### src/rtl/mem_access_stage.sv
// mem_access_stage: MEM pipeline stage between EXE and WB.
//   Issues loads/stores to a variable-latency data memory over a
//   req/addr_ok/data_ok handshake and holds the instruction until the
//   response arrives. Formats load data, builds store strobes and lane
//   data, flags misaligned accesses and drives a forwarding bus to ID.
//
// Ports
//   clk, reset            clock, asynchronous active-low reset
//   exe_*                 instruction from EXE (valid/pc/op/result/store data/rd)
//   mem_allow_in          stage can take a new instruction this cycle
//   wb_allow_in           WB accepts the current result
//   mem_to_wb_valid, wb_* result, RF write controls and ALE flag to WB
//   fwd_*                 forwarding bus to ID; fwd_busy = load data not back yet
//   data_*                data-memory request/response channel
//
// exe_mem_op: [4] memory access, [3] store, [2] zero-extend,
//             [1:0] size (0 byte, 1 half, 2 word, 3 double)
module mem_access_stage #(
  parameter int unsigned DATA_W = 32,
  parameter int unsigned ADDR_W = 32,
  parameter int unsigned PC_W   = 32,
  parameter int unsigned RF_AW  = 5
) (
  input  logic                clk,
  input  logic                reset,
  input  logic                exe_to_mem_valid,
  output logic                mem_allow_in,
  input  logic [PC_W-1:0]     exe_pc,
  input  logic [4:0]          exe_mem_op,
  input  logic [DATA_W-1:0]   exe_result,
  input  logic [DATA_W-1:0]   exe_st_data,
  input  logic                exe_rf_wen,
  input  logic [RF_AW-1:0]    exe_rd,
  input  logic                wb_allow_in,
  output logic                mem_to_wb_valid,
  output logic [PC_W-1:0]     wb_pc,
  output logic                wb_rf_wen,
  output logic [RF_AW-1:0]    wb_rf_waddr,
  output logic [DATA_W-1:0]   wb_rf_wdata,
  output logic                wb_ale,
  output logic                fwd_valid,
  output logic                fwd_busy,
  output logic [RF_AW-1:0]    fwd_waddr,
  output logic [DATA_W-1:0]   fwd_wdata,
  output logic                data_req,
  output logic                data_wr,
  output logic [DATA_W/8-1:0] data_wstrb,
  output logic [ADDR_W-1:0]   data_addr,
  output logic [DATA_W-1:0]   data_wdata,
  input  logic                data_addr_ok,
  input  logic                data_data_ok,
  input  logic [DATA_W-1:0]   data_rdata
);

  localparam int unsigned NB   = DATA_W / 8;
  localparam int unsigned OFFW = $clog2(NB);

  typedef enum logic [1:0] {
    S_IDLE = 2'd0,
    S_REQ  = 2'd1,
    S_WAIT = 2'd2,
    S_DONE = 2'd3
  } state_t;

  state_t              r_state;
  logic                r_valid;
  logic [PC_W-1:0]     r_pc;
  logic [4:0]          r_op;
  logic [DATA_W-1:0]   r_result;
  logic [DATA_W-1:0]   r_st_data;
  logic                r_rf_wen;
  logic [RF_AW-1:0]    r_rd;
  logic [DATA_W-1:0]   r_ld_data;

  logic                w_is_mem;
  logic                w_is_st;
  logic                w_zext;
  logic [1:0]          w_size;
  logic                w_ale;
  logic                w_mem_go;
  logic                w_in_mem_go;
  logic                w_ready_go;
  logic                w_capture;
  logic [OFFW-1:0]     w_off;
  logic [DATA_W-1:0]   w_lane;
  logic [DATA_W-1:0]   w_mask;
  logic                w_sign;
  logic [DATA_W-1:0]   w_ld_fmt;
  logic [NB-1:0]       w_strb_base;
  logic [DATA_W-1:0]   w_wdata;
  state_t              w_leave_state;

  // Misalignment: size 3 cannot be carried by a 32-bit bus at all.
  function automatic logic f_ale(input logic [4:0] op, input logic [2:0] a);
    logic res;
    res = 1'b0;
    if (op[4]) begin
      case (op[1:0])
        2'd0:    res = 1'b0;
        2'd1:    res = a[0];
        2'd2:    res = |a[1:0];
        default: res = (DATA_W == 32) ? 1'b1 : |a[2:0];
      endcase
    end
    return res;
  endfunction

  assign w_is_mem    = r_op[4];
  assign w_is_st     = r_op[3];
  assign w_zext      = r_op[2];
  assign w_size      = r_op[1:0];
  assign w_ale       = f_ale(r_op, r_result[2:0]);
  assign w_mem_go    = w_is_mem && !w_ale;
  assign w_in_mem_go = exe_mem_op[4] && !f_ale(exe_mem_op, exe_result[2:0]);
  assign w_off       = r_result[OFFW-1:0];

  always_comb begin
    w_ready_go = 1'b1;
    if (w_mem_go) begin
      case (r_state)
        S_WAIT:  w_ready_go = data_data_ok;
        S_DONE:  w_ready_go = 1'b1;
        default: w_ready_go = 1'b0;
      endcase
    end
  end

  assign mem_allow_in  = !r_valid || (w_ready_go && wb_allow_in);
  assign w_capture     = mem_allow_in && exe_to_mem_valid;
  // Leaving WAIT/DONE may hand straight over to the next captured memory op.
  assign w_leave_state = (w_capture && w_in_mem_go) ? S_REQ : S_IDLE;

  // Load formatting: shift the addressed lane down, mask to size, extend.
  assign w_lane = data_rdata >> {w_off, 3'b000};

  always_comb begin
    w_mask = '0;
    w_sign = 1'b0;
    case (w_size)
      2'd0: begin
        w_mask[7:0] = '1;
        w_sign      = w_lane[7];
      end
      2'd1: begin
        w_mask[15:0] = '1;
        w_sign       = w_lane[15];
      end
      2'd2: begin
        w_mask[31:0] = '1;
        w_sign       = w_lane[31];
      end
      default: begin
        w_mask = '1;
        w_sign = 1'b0;
      end
    endcase
  end

  assign w_ld_fmt = (w_lane & w_mask) | ((w_sign && !w_zext) ? ~w_mask : '0);

  // Store lanes: strobe mask shifted to the byte offset, data replicated.
  always_comb begin
    w_strb_base = '0;
    w_wdata     = r_st_data;
    case (w_size)
      2'd0: begin
        w_strb_base[0] = 1'b1;
        w_wdata        = {NB{r_st_data[7:0]}};
      end
      2'd1: begin
        w_strb_base[1:0] = '1;
        w_wdata          = {(NB/2){r_st_data[15:0]}};
      end
      2'd2: begin
        w_strb_base[3:0] = '1;
        w_wdata          = {(NB/4){r_st_data[31:0]}};
      end
      default: begin
        w_strb_base = '1;
        w_wdata     = r_st_data;
      end
    endcase
  end

  always_ff @(posedge clk or negedge reset) begin
    if (!reset) begin
      r_valid   <= 1'b0;
      r_pc      <= '0;
      r_op      <= '0;
      r_result  <= '0;
      r_st_data <= '0;
      r_rf_wen  <= 1'b0;
      r_rd      <= '0;
    end else begin
      if (mem_allow_in) begin
        r_valid <= exe_to_mem_valid;
      end
      if (w_capture) begin
        r_pc      <= exe_pc;
        r_op      <= exe_mem_op;
        r_result  <= exe_result;
        r_st_data <= exe_st_data;
        r_rf_wen  <= exe_rf_wen;
        r_rd      <= exe_rd;
      end
    end
  end

  always_ff @(posedge clk or negedge reset) begin
    if (!reset) begin
      r_state   <= S_IDLE;
      r_ld_data <= '0;
    end else begin
      case (r_state)
        S_IDLE: begin
          if (w_capture && w_in_mem_go) begin
            r_state <= S_REQ;
          end
        end
        S_REQ: begin
          if (data_addr_ok) begin
            r_state <= S_WAIT;
          end
        end
        S_WAIT: begin
          if (data_data_ok) begin
            if (wb_allow_in) begin
              r_state <= w_leave_state;
            end else begin
              r_state   <= S_DONE;
              r_ld_data <= w_ld_fmt;
            end
          end
        end
        default: begin
          if (wb_allow_in) begin
            r_state <= w_leave_state;
          end
        end
      endcase
    end
  end

  assign data_req   = (r_state == S_REQ);
  assign data_wr    = w_is_mem && w_is_st;
  assign data_wstrb = (w_is_mem && w_is_st) ? (w_strb_base << w_off) : '0;
  assign data_addr  = {r_result[ADDR_W-1:OFFW], {OFFW{1'b0}}};
  assign data_wdata = w_wdata;

  assign mem_to_wb_valid = r_valid && w_ready_go;
  assign wb_pc           = r_pc;
  assign wb_rf_wen       = r_valid && r_rf_wen && (r_rd != '0) && !w_ale;
  assign wb_rf_waddr     = r_rd;
  assign wb_ale          = r_valid && w_ale;

  always_comb begin
    wb_rf_wdata = r_result;
    if (w_mem_go && !w_is_st) begin
      wb_rf_wdata = (r_state == S_DONE) ? r_ld_data : w_ld_fmt;
    end
  end

  assign fwd_valid = wb_rf_wen;
  assign fwd_waddr = r_rd;
  assign fwd_wdata = wb_rf_wdata;
  assign fwd_busy  = wb_rf_wen && w_mem_go && !w_is_st &&
                     ((r_state == S_REQ) || ((r_state == S_WAIT) && !data_data_ok));

endmodule
### config.mk
export PLATFORM = sky130hd
export DESIGN_NAME = mem_access_stage
export DESIGN_NICKNAME = d
export VERILOG_FILES = /design/src/rtl/mem_access_stage.sv
export SDC_FILE = /design/constraint.sdc
export NUM_CORES = 1
export LEC_CHECK = 0
export ABC_CLOCK_PERIOD_IN_PS = 2700
export CORE_UTILIZATION = 43
export DETAILED_ROUTE_END_ITERATION = 6
export HOLD_SLACK_MARGIN = 0.05
export PLACE_DENSITY_LB_ADDON = 0.05
export RECOVER_POWER = 25
export SLEW_MARGIN = 5
export SYNTH_ARGS = -nofsm -noshare
export SYNTH_HDL_FRONTEND = slang
export SYNTH_SLANG_ARGS = --single-unit
### constraint.sdc
create_clock -name clk -period 2.7 [get_ports clk]
set_input_delay 0.54 -clock clk [delete_from_list [all_inputs] [get_ports clk]]
set_output_delay 0.54 -clock clk [all_outputs]
set_load 0.05 [all_outputs]
==> impl_metrics.tcl <==
set metrics [dict create \
    setup_viol_count_final 64 \
    synth_warnings 0 \
    vias_in_the_first_global_route 7100 \
    tritoncts_num_sinks 142 \
    report.final.slew_viol_count 0 \
    die-width_um 136 \
    grt_setup_unrepaired "yes" \
    regToRegSetupSlack_ns 0.44 \
    cp_max_fo 8 \
    initial_utilization_pct 44.3 \
    numPlacedInstances 1196 \
    rr_worst_depth 8 \
    required_arrival_time_at_the_worst_endpoint_ns 2.16 \
    clock_insertion_delay_worst_skew_ns 0.42 \
    post_synth_num_cell_types 40 \
    grt.overflow.total 0 \
    die_area_um2 18400 \
    finalWirelength_um 24600 \
    worstReg2RegStart "r_result[0]" \
    cp-startpoint "r_result[0]" \
    postSynthAreaPerCell_um2 10.4 \
    design.portCount 327 \
    final_antenna_net_count 0 \
    timing.final.crit_share_pct 112 \
    antenna_found_initial 1 \
    finalNonFillerCells 1245 \
    clockRootBuffer "sky130_fd_sc_hd__clkbuf_16" \
    detailed_place_hpwl_um 17600 \
    largest_net_degree_at_the_start_of_global_routing 59 \
    layout_cell_share_with_drive_strength_beyond_1_pct 37.4 \
    wire_length_of_the_first_global_routing_pass_um 37800 \
    outcome "complete, but fails checks" \
    max-cap-violations 0 \
    drt_pass1_iterations 4 \
    final_design_area_no_fill_um2 12700 \
    die_h_um 136 \
    mostFrequentLayoutCell "sky130_fd_sc_hd__clkdlybuf4s50_1" \
    hold_path.class "in2async" \
    postSynthCellCount 737 \
    rows 48 \
    grtUsageTotal_pct 27.1 \
    worst_slew_margin_rel_pct 1.63 \
    wl_per_cell_um 19.7 \
    maximum_clock_frequency_mhz 330 \
    ys_seq_elements 142 \
    hold_slack_ns 0.443 \
    final_hold_viol_count 0 \
    placement.cell_area_um2 11600 \
    postLayoutSetupSlackWorst_ns -0.335 \
    final_min_period_ns 3.03 \
    ctsLongestPathBuffers 2 \
    core_region_area_um2 17400 \
    regToRegEndpoint "r_result[16]" \
    vias_per_cell 5.38 \
    mappedNetlistArea_um2 7680 \
    drt_iter0_drc 379 \
    clkSlewWorstSetupHoldPaths_ns 0.07 \
    critical_path_at_ns 2.49 \
    cts_inserted_buffers 17 \
    tritoncts "yes" \
    end_kind "primary output" \
    tightest_slew_ns 1.48 \
    detail_route.drc_violations 0 \
    mostFrequentLayoutCells "sky130_fd_sc_hd__clkdlybuf4s50_1, sky130_fd_sc_hd__dfrtp_1, sky130_fd_sc_hd__mux2_2" \
    start_kind "flop" \
    crit_end "wb_rf_wdata[26]" \
    violations "setup timing" \
    dp_slack_ns -0.475 \
    nNetsFinal 1152 \
    syn2layout_area_growth_pct 65.8 \
    place.port_buffers 324 \
    final_estimated_routing_congestion_in_global_placement 0.845 \
    routed-via-count 6698 \
    worst-setup-path-type "reg2out" \
    antennaDiodeCount 0 \
    fin_skew_ns 0.00790 \
    cts_htree_levels 4 \
    proportion_of_synthesized_chip_area_in_sequential_cells_pct 46.3 \
]
==> cell families (layout without fill, tap and decap cells) <==
| kind of cell | Yosys count | count (layout) | share of synthesized area (%) |
|---|---|---|---|
| DFF | 142 | 142 | 46.3 |
| other | 1 | 2 | 0.0488 |
| AOI/OAI and AO/OA | 92 | 92 | 8.34 |
| and+or+nand+nor | 219 | 219 | 11.6 |
| buffers and inverters | 136 | 418 | 11.3 |
| muxes | 147 | 147 | 22.5 |
==> layout make-up <==
type	count	area [µm²]
fill	1188	4620
multi-input combinational	460	3970
clock inverter	15	126
sequential	142	3560
inverter	11	41.3
tap	225	282
clock buffer	17	425
timing repair buffer	375	4340
==> routing by layer <==
metal	track usage [%]	vias up	wire, µm
li1	-	3021	-
met1	33.2	3312	9660
met2	45.5	306	12300
met3	6.21	57	1760
met4	11.7	2	809
met5	0	-	10
==> Yosys cell counts <==
library cell | count | area [µm²]
sky130_fd_sc_hd__nand4bb_1 | 1 | 11.3
sky130_fd_sc_hd__inv_1 | 11 | 41.3
sky130_fd_sc_hd__or4_1 | 1 | 7.51
sky130_fd_sc_hd__nand2_1 | 114 | 428
sky130_fd_sc_hd__and3_1 | 1 | 6.26
sky130_fd_sc_hd__nor3b_1 | 1 | 7.51
sky130_fd_sc_hd__nor3_1 | 6 | 30.0
sky130_fd_sc_hd__nand3_1 | 14 | 70.1
sky130_fd_sc_hd__a22o_1 | 1 | 8.76
sky130_fd_sc_hd__o211ai_1 | 3 | 22.5
sky130_fd_sc_hd__o21a_1 | 2 | 15.0
sky130_fd_sc_hd__a31oi_1 | 15 | 93.8
sky130_fd_sc_hd__o21ai_0 | 17 | 85.1
sky130_fd_sc_hd__dfrtp_1 | 142 | 3550
sky130_fd_sc_hd__mux2_2 | 123 | 1390
sky130_fd_sc_hd__a21oi_1 | 21 | 105
sky130_fd_sc_hd__a21oi_2 | 1 | 8.76
sky130_fd_sc_hd__mux2i_1 | 16 | 160
sky130_fd_sc_hd__nor2b_1 | 3 | 18.8
sky130_fd_sc_hd__a221oi_1 | 18 | 158
sky130_fd_sc_hd__clkbuf_1 | 18 | 67.6
sky130_fd_sc_hd__o221ai_1 | 7 | 61.3
sky130_fd_sc_hd__buf_2 | 17 | 85.1
sky130_fd_sc_hd__buf_1 | 6 | 22.5
sky130_fd_sc_hd__nand2b_1 | 1 | 6.26
sky130_fd_sc_hd__and2_1 | 2 | 12.5
sky130_fd_sc_hd__or2_2 | 1 | 6.26
sky130_fd_sc_hd__buf_4 | 79 | 593
sky130_fd_sc_hd__buf_6 | 5 | 56.3
sky130_fd_sc_hd__nor2_1 | 72 | 270
sky130_fd_sc_hd__o211a_4 | 1 | 17.5
sky130_fd_sc_hd__o211a_1 | 1 | 10.0
sky130_fd_sc_hd__nand3b_1 | 1 | 7.51
sky130_fd_sc_hd__o2111a_1 | 1 | 11.3
sky130_fd_sc_hd__a211oi_4 | 1 | 20.0
sky130_fd_sc_hd__conb_1 | 1 | 3.75
sky130_fd_sc_hd__mux4_2 | 8 | 180
sky130_fd_sc_hd__a21o_1 | 2 | 15.0
sky130_fd_sc_hd__nor4bb_1 | 1 | 10.0
sky130_fd_sc_hd__o31a_1 | 1 | 8.76
==> through the flow <==
stage	TNS (ns)	util (%)
detailed placement	-19.90	66.6
finish	-15.86	73.4
floorplan	-4.58	-
global route	-21.02	73.4
CTS	-15.37	73.1
global placement	-18.38	66.6
==> registers in the layout (all words and copies together), names as in the netlist <==
signal and flops:
fwd_waddr 5, r_ld_data 32, r_op 5, r_result 32, r_rf_wen 1, r_st_data 32, r_state 2, r_valid 1
wb_pc 32
==> worst max-delay path, cell delays in order, from the launching register on <==
cell and delay, ns:
sky130_fd_sc_hd__dfrtp_2 0.43, sky130_fd_sc_hd__mux4_2 0.55, sky130_fd_sc_hd__o211a_4 0.28, sky130_fd_sc_hd__a211oi_4 0.22, sky130_fd_sc_hd__buf_4 0.16, sky130_fd_sc_hd__buf_12 0.15
sky130_fd_sc_hd__a221oi_4 0.09, sky130_fd_sc_hd__buf_6 0.17
==> worst min-delay path by stage <==
stage               endpoint  slack, ns          from  depth (start not counted)
6_report       r_st_data[31]       0.44         reset                          1
5_1_grt         r_ld_data[4]       0.50  r_ld_data[4]                          2
4_1_cts        r_st_data[31]       0.09         reset                          1
3_5_place_dp    r_ld_data[2]       0.46  r_ld_data[2]                          2
3_3_place_gp    r_ld_data[5]       0.46  r_ld_data[5]                          2
2_1_floorplan   fwd_waddr[0]       0.24         reset                          0
==> what timing repair did <==
item / in CTS / in global routing
hold buffers: 0 / 0
pin swaps: 22 / 7
cloned: 4 / 1
setup endpoints to repair: 66 / 65
gates resized for setup: 84 / 7
buffers inserted: 10 / 3
Power is left out: the tool's default activity adds up to more than one toggle a clock period on the data nets, which glitch-free logic cannot reach.
